File: config.mk
export PLATFORM = sky130hd
export DESIGN_NAME = pc_sequencer
export DESIGN_NICKNAME = d
export VERILOG_FILES = /design/src/rtl/pc_sequencer.sv
export SDC_FILE = /design/constraint.sdc
export NUM_CORES = 1
export LEC_CHECK = 0
export ABC_AREA = 1
export CAP_MARGIN = 20
export CORE_MARGIN = 4
export CORE_UTILIZATION = 45
export DETAILED_ROUTE_END_ITERATION = 10
export PLACE_DENSITY = 0.75
export SYNTH_ARGS = -nofsm -noshare
export SYNTH_HDL_FRONTEND = slang
export SYNTH_SLANG_ARGS = --single-unit
File: constraint.sdc
create_clock -name clk -period 3.5 [get_ports clk]
set_input_delay 0.7 -clock clk [delete_from_list [all_inputs] [get_ports clk]]
set_output_delay 0.7 -clock clk [all_outputs]
set_load 0.02 [all_outputs]
File: src/rtl/pc_sequencer.sv
// Next-PC unit with a circular return-address stack.
// The program counter advances only on cycles where the fetch port accepts it.
module pc_sequencer #(
    parameter int                ADDR_W    = 32,
    parameter int                SHIFT     = 2,
    parameter int                RAS_DEPTH = 4,
    parameter logic [ADDR_W-1:0] RESET_PC  = '0
) (
    input  logic                         clk,
    input  logic                         rst,
    input  logic [2:0]                   branch_ctrl,
    input  logic                         take,
    input  logic [ADDR_W-1:0]            instr_addr,
    input  logic [ADDR_W-1:0]            reg_addr,
    input  logic [ADDR_W-1:0]            offset,
    input  logic                         fetch_ready,
    output logic [ADDR_W-1:0]            pc,
    output logic                         pc_valid,
    output logic [$clog2(RAS_DEPTH):0]   ras_count,
    output logic                         ras_ovf,
    output logic                         ras_unf
);

    localparam int PTR_W = $clog2(RAS_DEPTH);
    localparam int CNT_W = PTR_W + 1;

    typedef enum logic [2:0] {
        MODE_SEQ    = 3'b000,
        MODE_JUMP   = 3'b001,
        MODE_REG    = 3'b010,
        MODE_BRANCH = 3'b011,
        MODE_CALL   = 3'b100,
        MODE_RET    = 3'b101
    } mode_e;

    mode_e             mode;
    logic              accept;
    logic              full;
    logic              empty;
    logic              push;
    logic              pop;
    logic              unf_set;
    logic [ADDR_W-1:0] seq;
    logic [ADDR_W-1:0] pc_next;
    logic [PTR_W-1:0]  top;
    logic [PTR_W-1:0]  top_inc;
    logic [ADDR_W-1:0] ras_mem [RAS_DEPTH];

    assign mode    = mode_e'(branch_ctrl);
    assign accept  = pc_valid & fetch_ready;
    assign seq     = pc + (ADDR_W'(1) << SHIFT);
    assign full    = (ras_count == CNT_W'(RAS_DEPTH));
    assign empty   = (ras_count == '0);
    assign top_inc = top + PTR_W'(1);

    // NOTE: every output of this block gets a default first, so no path
    // through the case can leave a value unassigned and infer a latch.
    always_comb begin
        pc_next = seq;
        push    = 1'b0;
        pop     = 1'b0;
        unf_set = 1'b0;
        case (mode)
            MODE_SEQ:    pc_next = seq;
            MODE_JUMP:   pc_next = instr_addr << SHIFT;
            MODE_REG:    pc_next = reg_addr << SHIFT;
            MODE_BRANCH: if (take) pc_next = pc + (offset << SHIFT);
            MODE_CALL: begin
                pc_next = instr_addr << SHIFT;
                push    = 1'b1;
            end
            MODE_RET: begin
                if (empty) begin
                    unf_set = 1'b1;
                end else begin
                    pc_next = ras_mem[top];
                    pop     = 1'b1;
                end
            end
            default:     pc_next = seq;
        endcase
    end

    // NOTE: state registers use non-blocking assignments so every flop
    // samples pre-edge values regardless of statement order.
    always_ff @(posedge clk or posedge rst) begin
        if (rst) begin
            pc        <= RESET_PC;
            pc_valid  <= 1'b0;
            ras_count <= '0;
            top       <= '0;
            ras_ovf   <= 1'b0;
            ras_unf   <= 1'b0;
        end else begin
            pc_valid <= 1'b1;
            if (accept) begin
                pc <= pc_next;
                if (push) begin
                    // A push onto a full stack wraps over the oldest entry.
                    top <= top_inc;
                    if (full) ras_ovf   <= 1'b1;
                    else      ras_count <= ras_count + CNT_W'(1);
                end
                if (pop) begin
                    top       <= top - PTR_W'(1);
                    ras_count <= ras_count - CNT_W'(1);
                end
                if (unf_set) ras_unf <= 1'b1;
            end
        end
    end

    // NOTE: the stack storage is deliberately not reset; entries are only
    // ever read below ras_count, which is reset.
    always_ff @(posedge clk) begin
        if (accept && push) ras_mem[top_inc] <= seq;
    end

endmodule

; Word-level counts from Yosys, hierarchy flattened
; Memory sizes are Yosys's and may differ from the RTL's.
; Index checks and enable logic that the tools add are counted.
[word_totals]
in_bits = 103
regBits = 40
n_memories = 1
mem_bits_rw = 128
[op_classes]
addsub = 6
reduce_logical = 8
n_eq_ne = 7
muxes = 15
n_bitwise = 1
[memory_table]
columns = memory, depth, word_bits, read_ports, rd_ports_with_merged_regs, wr, line
row1 = ras_mem, 4, 32, 1, 0, 1, 47  ; logic [ADDR_W-1:0] ras_mem [RAS_DEPTH];
[ops]
columns = cell, n
row1 = $pmux W32 S4, 1
row2 = $mux W32, 2
row3 = $add A32 B3 Y32 const B, 1
row4 = $add A32 B32 Y32, 1
row5 = $eq A3 B3 Y1 const B, 3
row6 = $mux W3, 3
row7 = $mux W1, 7
row8 = $eq A3 B2 Y1 const B, 2
row9 = $reduce_and A3 Y1, 2
row10 = $mux W2, 2
row11 = $reduce_and A2 Y1, 2
row12 = $add A3 B1 Y3 const B, 1
row13 = $eq A3 B1 Y1 const B, 1
row14 = $logic_not A3 Y1, 1
row15 = $sub A3 B1 Y3 const B, 1
row16 = $add A2 B1 Y2 const B, 1
row17 = $ne A2 B1 Y1 const B, 1
row18 = $reduce_bool A2 Y1, 1
row19 = $reduce_or A2 Y1, 1
row20 = $sub A2 B1 Y2 const B, 1
row21 = $and A1 B1 Y1, 1
row22 = $logic_and A1 B1 Y1, 1

; Longest topological paths before layout
; Gate-level depths: netlist (run 1).
[logic_depth]
depth_word = 5
ltp_mapped = 15

; Worst setup path after synthesis (run 1)
; Ideal clock, no wire load.
[synth_path]
path_kind = reg2reg
from = register top[0]
to = memory ras_mem[1][0], enable pin
arrival_ps = 2519
required_ps = 3079
n_path_buf = 2
stages_incl_launch_ff = 7
setup_time_ps = 421
path_slack_ps = 560
path_cell_list = dfrtp_1 > inv_1 > buf_2 > buf_1 > ha_1 > inv_1 > nor2_1
[synth_via]
elab_chain_cells = 1
[synth_lines]
columns = element, line
row1 = "start, declared", 45  ; logic [PTR_W-1:0] top;
row2 = "start signal, assigned", 100  ; top <= top_inc;
row3 = "start signal, assigned", 105  ; top <= top - PTR_W'(1);
row4 = $add A2 B1 Y2, 54  ; assign top_inc = top + PTR_W'(1);
row5 = "end, declared", 47
; No other way between the ends.

; Worst setup path after layout (run 1)
[layout_path]
from = input port offset[12]
to = register pc[15]
[layout_via]
elab_chain_cells = 3
[layout_lines]
columns = element, line
row1 = "start, declared", 15  ; input logic [ADDR_W-1:0] offset,
row2 = $add A32 B32 Y32, 67  ; MODE_BRANCH: if (take) pc_next = pc + (offset << SHIFT);
row3 = $mux W32, 67
row4 = $pmux W32 S4, 63  ; case (mode)
row5 = "end signal, assigned", 97  ; pc <= pc_next;
row6 = "end, declared", 17  ; output logic [ADDR_W-1:0] pc,
; No other way between the ends.
; A chain may end at the register's enable or synchronous reset.

==> results of run 1 <==
report_power, final:
group / switching [mW] / internal (mW)
combinational: 2.21 / 1.17
clock: 0.799 / 0.993
sequential: 0.249 / 2.43
synth_stat cells (2+ instances only):
library cell and n:
sky130_fd_sc_hd__a211oi_1 3, sky130_fd_sc_hd__a21o_1 3, sky130_fd_sc_hd__a21oi_1 94, sky130_fd_sc_hd__a221oi_1 7, sky130_fd_sc_hd__a22o_1 21, sky130_fd_sc_hd__a22oi_1 4
sky130_fd_sc_hd__a31oi_1 6, sky130_fd_sc_hd__and2_1 10, sky130_fd_sc_hd__buf_1 6, sky130_fd_sc_hd__buf_2 12, sky130_fd_sc_hd__buf_4 4, sky130_fd_sc_hd__clkbuf_1 19
sky130_fd_sc_hd__clkinv_1 3, sky130_fd_sc_hd__dfrtp_1 40, sky130_fd_sc_hd__edfxtp_1 128, sky130_fd_sc_hd__fa_1 2, sky130_fd_sc_hd__ha_1 34, sky130_fd_sc_hd__inv_1 176
sky130_fd_sc_hd__inv_2 13, sky130_fd_sc_hd__nand2_1 421, sky130_fd_sc_hd__nand2_2 8, sky130_fd_sc_hd__nand3_1 106, sky130_fd_sc_hd__nand3_2 3, sky130_fd_sc_hd__nand3b_1 10
sky130_fd_sc_hd__nand4_1 22, sky130_fd_sc_hd__nor2_1 102, sky130_fd_sc_hd__nor2_2 5, sky130_fd_sc_hd__nor3_1 9, sky130_fd_sc_hd__nor3_2 5, sky130_fd_sc_hd__o21ai_0 34
sky130_fd_sc_hd__o21ai_1 11, sky130_fd_sc_hd__o21bai_1 5, sky130_fd_sc_hd__o22ai_1 6, sky130_fd_sc_hd__or2_2 2, sky130_fd_sc_hd__xnor2_1 3, sky130_fd_sc_hd__xor2_1 15
how the worst max path moves through the flow:
| stage | from | end | slack, ps | cells after the start |
|---|---|---|---|---|
| after global routing | offset[0] | pc[22]$_DFFE_PP0P_ | 630 | 16 |
| after floorplan | top[0]$_DFFE_PP0P_ | ras_mem[1][0]$_DFFE_PP_ | 560 | 6 |
| final | offset[12] | pc[15]$_DFFE_PP0P_ | 820 | 12 |
| after CTS | branch_ctrl[1] | pc[29]$_DFFE_PP0P_ | 580 | 12 |
| after detailed placement | branch_ctrl[1] | pc[29]$_DFFE_PP0P_ | 160 | 12 |
| after global placement | branch_ctrl[1] | pc[29]$_DFFE_PP0P_ | 280 | 12 |
cell type report:
| type | count | area, um^2 | share of cell area [%] |
|---|---|---|---|
| multi-input cells | 961 | 4850 | 37.6 |
| flip-flops and latches | 168 | 4850 | 37.6 |
| repair buffers | 158 | 1530 | 11.8 |
| inverters | 192 | 721 | 5.59 |
| clock buffers | 17 | 425 | 3.30 |
| well taps | 313 | 392 | 3.04 |
| clock inverters | 15 | 140 | 1.09 |
cells by family after synthesis:
family | Yosys count | share of synthesized area [%]
XOR/XNOR | 18 | 1.49
adder cells (fa/ha/maj) | 36 | 4.40
other | 1 | 0.0354
AO/OA/AOI/OAI | 200 | 11.2
flip-flops | 168 | 45.7
AND/OR/NAND/NOR | 706 | 28.6
buffers and inverters | 233 | 8.54
worst reg2reg max path: stages, from the launching register on:
cell                      delay, ps
sky130_fd_sc_hd__dfrtp_1        480
sky130_fd_sc_hd__ha_1           420
sky130_fd_sc_hd__nand2_1        120
sky130_fd_sc_hd__nor2_1         320
sky130_fd_sc_hd__and2_1         180
sky130_fd_sc_hd__nand2_1         60
sky130_fd_sc_hd__nand2_1        200
sky130_fd_sc_hd__a21oi_1         90
sky130_fd_sc_hd__o21ai_0        190
sky130_fd_sc_hd__nand2_1        110
sky130_fd_sc_hd__o21ai_1        160
sky130_fd_sc_hd__inv_1           50
sequential cells by signal, indices dropped and copies added, names as in the netlist:
register,count
ras_mem,128
pc,32
ras_count,3
top,2
pc_valid,1
ras_ovf,1
ras_unf,1
through the flow:
step	hold WS (ps)	setup WS (ps)
3_5_place_dp	456	156
5_1_grt	494	627
4_1_cts	471	583
2_1_floorplan	498	560
3_3_place_gp	451	280
6_report	472	822
metal layers:
| metal | vias up | routed length [um] |
|---|---|---|
| li1 | 4776 | - |
| met1 | 4523 | 14000 |
| met2 | 426 | 14400 |
| met3 | 53 | 2390 |
| met4 | 0 | 837 |
| met5 | - | 0 |
==> summary.txt, run 1 <==
Pwr
  • Total leakage power: 5.68 nW
  • Peak ir drop on the vdd network: 411 uV
  • Overall power consumption: ~7.9 mW
  • Power density over cell area: 609 nW/um^2

STA
  • Final count of pins violating max slew: 0
  • Worst clock skew on the final layout: 15.4 ps
  • Hold Fails Final Rpt: 0
  • Final Critical Period: 2680 ps
  • Post-route clock period utilization: 76.5%
  • Unrepaired setup endpoints after global routing: no
  • Setup-failing EPs final: 0
  • Setup TNS Final: 0 ps
  • Slew @ Worst Pin: 790 ps
  • Tightest slew margin relative to the limit: 47.3%
  • Fmax achieved: 0.373 GHz

Route
  • DRC Markers: 0
  • Aggregate routed wire length: 31600 um
  • Average wire length per cell after detail routing: roughly 17 um
  • Initial detailed-routing violation count: 767
  • Ratio of routed vias to standard cells: about 5.4
  • Number of detailed-route iterations in the first pass: 5
  • Antenna-violating nets left: 0
  • DR vias: about 9800

Hold path
  • Path type of the worst min-delay path: reg -> reg
  • Endpoint of the worst hold-timing path: ras_ovf$_DFFE_PP0P_
  • Min-delay src: ras_ovf$_DFFE_PP0P_
  • Worst hold path depth: 1

Critical path
  • Setup Crit Path Kind: in -> reg
  • Critical path data required time: ~3800 ps
  • Most frequent cell on the critical path: sky130_fd_sc_hd__nand2_1
  • Cell chain of the critical path: clkdlybuf4s50_1, ha_1, nand2_1, inv_1, nand2_1, nand2_1, a21oi_1, nand2_1, o21ai_0, nand2_1, o21ai_1, inv_1
  • Cell type of the slowest stage on the worst timing path: sky130_fd_sc_hd__o21ai_0
  • Critical path arrival: 3000 ps
  • Reg-to-reg setup timing slack: 1010 ps
  • Reg2Reg Launch Point: pc[13]$_DFFE_PP0P_
  • Path depth of the worst reg2reg path: 11
  • Maximum fanout along the worst path: 5
  • Crit-path leading delay family: compound AO/OA/AOI/OAI gates
  • CP peak stage delay: 440 ps
  • Capturing point of the worst reg2reg path: pc[15]$_DFFE_PP0P_
  • Buffer and inverter count on the worst path: 3
  • CP Capture Type: flip-flop
  • Category of the worst setup path launch point: primary input

GRT
  • Number of antenna violations at the first check in global routing: 0
  • Met3 layer usage reported by global route: 3.65%
  • Wire length of the first global-routing pass: 48900 um
  • Global routing usage summed across all routing layers: 24.1%
  • Number of global-route vias before repair: 9063
  • Layer carrying the most global-route usage: met2
  • Met1 Resource Use GR: about a third
  • Met2 usage: 38.1%
  • Largest net degree at the start of global routing: slightly below 70
  • Aggregate global routing overflow: 0

CTS
  • Post-CTS setup buffers: 0
  • Gates resized, CTS repair: 0
  • Clock latency reported for the late side of the worst-skew pair: roughly 430 ps
  • Clock tree root driver cell: sky130_fd_sc_hd__clkbuf_16
  • CTS tree: yes
  • Clock transition at the register clock pins on the worst setup and hold paths after CTS: 60 ps
  • TritonCTS Buffers: 17
  • Max Buffers Root-to-Sink: 2
  • Hold buffers post-CTS: 0
  • Count of H-tree levels built during CTS: 4
  • Number of sinks on the clock net: 168

Placed design
  • Final estimated routing congestion in global placement: slightly below 1
  • Port bufs: between 100 and 150
  • Placed cell count: 1791
  • Half-perimeter wire length after detailed placement: 23500 um
  • Total placed instance area: about 12000 um^2

Finish
  • Design area: 12900 um^2
  • Final nets: 1637
  • Number of standard cells in the layout, taps in and fillers out: 1824
  • Filler Cell Count: 2069
  • Most common cell after layout, fill and taps aside: sky130_fd_sc_hd__nand2_1
  • Layout cells sized above 1: 6.75%
  • Synth-to-Final Area Change: 21.8%
  • Ant. Diodes: 0
  • Final design utilization: 56.3%
  • Leading cell types in the layout, fill and taps excluded: sky130_fd_sc_hd__nand2_1 (421), sky130_fd_sc_hd__inv_1 (175), sky130_fd_sc_hd__clkdlybuf4s50_1 (134), sky130_fd_sc_hd__edfxtp_1 (128), sky130_fd_sc_hd__nand3_1 (106)

Synthesis
  • Most used DFF post-synth: sky130_fd_sc_hd__edfxtp_1
  • Post-synthesis instance area: 10600 um^2
  • Post-Syn Nets: 1501
  • Sequential area share after synthesis: 45.7%
  • Number of different library cells in the post-synthesis netlist: between 40 and 50
  • Syn Inst Count: 1362
  • Synthesis Warnings: 0
  • Mean Syn Cell Area: 7.78 um^2
  • FF+latch count, synth: between 150 and 200
  • Cell types occupying the most area after synthesis: sky130_fd_sc_hd__edfxtp_1 (36%), sky130_fd_sc_hd__nand2_1 (15%), sky130_fd_sc_hd__dfrtp_1 (9.5%), sky130_fd_sc_hd__inv_1 (6.2%), sky130_fd_sc_hd__nand3_1 (5.0%)
  • Area share of the largest cell type after synthesis: 36.3%
  • Leading area contributor after synthesis: sky130_fd_sc_hd__edfxtp_1
  • Post-synth ARST share: 23.8%
  • Number of enable-type register cells in the synthesized netlist: between 100 and 150

Floorplanning
  • Number of primary I/O pins: between 100 and 150
  • Starting utilization of the core area: 46.2%
  • DIE WIDTH: between 150 and 200 um
  • DIE HEIGHT: between 150 and 200 um
  • Core footprint: between 20000 and 25000 um^2
  • Die ar.: 26100 um^2
  • Number of rows in the core area: between 50 and 60

Outcome
  • Result of the run: finished, final reports clean

Job
  • Max-Cap Viols: 0
No activity file was read; power rests on OpenSTA's default activity.
==> inputs of run 2 (changes only) <==
Settings changed: PLACE_DENSITY 0.75 to 0.78.
Clock period 3.5 ns to 2.2 ns, I/O delays scaled along.
==> run 2 against run 1 <==
Against the previous run: final area grew 11%; cell count grew 7.3%; combinational power grew 97%; global-route usage grew 2.4 points; count of clock-buffer cells in the layout grew 1; first-iteration DRC count grew 36%; largest cell class unchanged.
==> summary.txt, run 2 (synthesized netlist as in run 1, its figures left out) <==
Floorplanning
  • Core footprint: 22900 um^2 (unchanged)
  • DIE WIDTH: 161 um (unchanged)
  • Number of rows in the core area: 55 (unchanged)
  • Number of primary I/O pins: 141 (unchanged)
  • DIE HEIGHT: 161 um (unchanged)
  • Starting utilization of the core area: 46.2% (unchanged)
  • Die ar.: 26100 um^2 (unchanged)

Finish
  • Register area: 4850 um^2 (about the same)
  • Leading cell types in the layout, fill and taps excluded: sky130_fd_sc_hd__nand2_1 (416), sky130_fd_sc_hd__inv_1 (173), sky130_fd_sc_hd__buf_4 (146), sky130_fd_sc_hd__clkdlybuf4s50_1 (132), sky130_fd_sc_hd__edfxtp_1 (128)
  • Final nets: 1771 (+8.2%)
  • Largest register FFs: 128 (unchanged)
  • Most common cell after layout, fill and taps aside: sky130_fd_sc_hd__nand2_1
  • Area used by multi-input combinational logic: 5100 um^2 (+5.2%)
  • Layout cells sized above 1: 17.0% (+10 points)
  • Largest registers in the final layout: ras_mem: 128 flops, pc: 32 flops, ras_count: 3 flops
  • Ant. Diodes: 0 (unchanged)
  • Synth-to-Final Area Change: 35.7%
  • Most flops, register: ras_mem
  • Design area: 14400 um^2 (+11%)
  • Filler Cell Count: 1895 (-8.4%)

Job
  • Max-Cap Viols: 0 (unchanged)

STA
  • Final Critical Period: 2140 ps
  • Hold Fails Final Rpt: 0 (unchanged)
  • Post-route clock period utilization: 97.5%
  • Worst Hold Margin: 361 ps (-112 ps)
  • Worst clock skew on the final layout: 16.2 ps (+0.857 ps)
  • Final count of pins violating max slew: 0 (unchanged)
  • Setup-failing EPs final: 0 (unchanged)
  • Fmax achieved: 0.466 GHz

CTS
  • Clock tree root driver cell: sky130_fd_sc_hd__clkbuf_16
  • Count of H-tree levels built during CTS: 4 (unchanged)
  • Max Buffers Root-to-Sink: 2 (unchanged)
  • TritonCTS Buffers: 17 (unchanged)
  • Clock transition at the register clock pins on the worst setup and hold paths after CTS: 70 ps (about the same)
  • Clock latency reported for the late side of the worst-skew pair: 430 ps (about the same)
  • CTS tree: yes
  • Hold buffers post-CTS: 0 (unchanged)
  • Number of sinks on the clock net: 168 (unchanged)

Placed design
  • Half-perimeter wire length after detailed placement: 26300 um (+12%)
  • Total placed instance area: 13500 um^2 (+9.6%)
  • Final estimated routing congestion in global placement: 0.981 (+1.1%)
  • Port bufs: 134 (unchanged)

GRT
  • Number of global-route vias before repair: 9987 (+10%)
  • Number of antenna violations at the first check in global routing: 0 (unchanged)
  • Wire length of the first global-routing pass: 53800 um (+10%)
  • Aggregate global routing overflow: 0 (unchanged)
  • Largest net degree at the start of global routing: 49 (-28%)
  • Global routing usage summed across all routing layers: 26.5% (+2.4 points)

Route
  • DRC Markers: 0 (unchanged)
  • DR vias: 10500 (+7.1%)
  • Number of detailed-route iterations in the first pass: 5 (unchanged)
  • Initial detailed-routing violation count: 1042 (+36%)
  • Antenna-violating nets left: 0 (unchanged)
  • Aggregate routed wire length: 35100 um (+11%)
  • Average wire length per cell after detail routing: 17.9 um (+3.5%)
  • Ratio of routed vias to standard cells: 5.35 (-0.24%)

Critical path
  • Cell chain of the critical path: buf_4, clkdlybuf4s50_1
  • CP peak stage delay: 630 ps (+190 ps)
  • Buffer and inverter count on the worst path: 2 (-1)
  • Critical path data required time: 1760 ps (-2060 ps)
  • Category of the worst setup path launch point: flip-flop
  • Reg-to-reg setup timing slack: 120 ps (-890 ps)
  • CP Capture Type: output pin
  • Setup Crit Path Kind: reg -> out
  • Maximum fanout along the worst path: 5 (unchanged)
  • Critical path arrival: 1700 ps (-1300 ps)
  • Cell type of the slowest stage on the worst timing path: sky130_fd_sc_hd__clkdlybuf4s50_1
  • Crit-path leading delay family: buffers and inverters

Pwr
  • Power density over cell area: 969 nW/um^2 (+59%)
  • Overall power consumption: 13.9 mW (+77%)
  • Peak ir drop on the vdd network: 644 uV (+57%)
  • Share of total power in the clock network: 22.3% (-0.5 points)
  • Switching power share of the total: 41.1% (-0.38 points)
  • Sw power: 5.72 mW (+76%)
  • Combinational Power Share: 47.7% (+4.7 points)
  • Total leakage power: 6.44 nW (+13%)
  • Power Internal: 8.20 mW (+78%)
  • Relative contribution of sequential cells to total power: 30.0% (-4.2 points)

Outcome
  • Result of the run: finished, final reports clean

Hold path
  • Path type of the worst min-delay path: in -> async
[run 2: worst paths after layout]
check / from / endpoint / depth (start not counted)
max: pc[10]$_DFFE_PP0P_ / pc[10] / 2
min: rst / pc[25]$_DFFE_PP0P_ / 2
max reg2reg: pc[10]$_DFFE_PP0P_ / pc[23]$_DFFE_PP0P_ / 13
min reg2reg: ras_ovf$_DFFE_PP0P_ / ras_ovf$_DFFE_PP0P_ / 1
max in group asynchronous: rst / pc[16]$_DFFE_PP0P_ / 3
min in group clk: ras_ovf$_DFFE_PP0P_ / ras_ovf$_DFFE_PP0P_ / 1
[run 2: area by class of cell]
type | count | area share [%]
multi-input cells | 961 | 35.5
inverters | 192 | 5.01
repair buffers | 292 | 18.7
flip-flops and latches | 168 | 33.7
clock inverters | 14 | 1.23
well taps | 313 | 2.72
clock buffers | 18 | 3.13
[run 2: routing by layer]
layer	vias up	GRT usage (%)	part of all wire (%)
met5	-	0	0
met4	0	8.96	2.6
met3	73	3.50	8.9
met2	547	42.5	46
met1	4806	37.2	42
li1	5045	-	-
[run 2: through the flow]
step | setup slack [ps] | instances | setup TNS [ps] | utilization, %
after floorplan | 116 | 1362 | 0 | -
after global placement | -447 | 1925 | -8810 | 58.9
after detailed placement | -473 | 1925 | -9840 | 58.9
after CTS | 1.93 | 1957 | 0 | 61.7
after global routing | -27.8 | 1958 | -42.3 | 62.7
final | 55.1 | 1958 | 0 | 62.7
[run 2: repair_timing]
item / CTS / global route
endpoints found under the hold margin: 0 / 0
setup endpoints to repair: 8 / 22
setup buffers: 0 / 1
gates resized for setup: 2 / 46
pin swaps: 1 / 6
[run 2: power groups by stage]
stage | Combinational [mW] | Clock, mW | Sequential (mW)
after floorplan | 3.39 | 0 | 4.43
after global placement | 6.18 | 0 | 4.22
after detailed placement | 6.32 | 0 | 4.22
after CTS | 6.39 | 3.11 | 4.16
after global routing | 7.28 | 3.26 | 4.21
final | 6.65 | 3.10 | 4.18
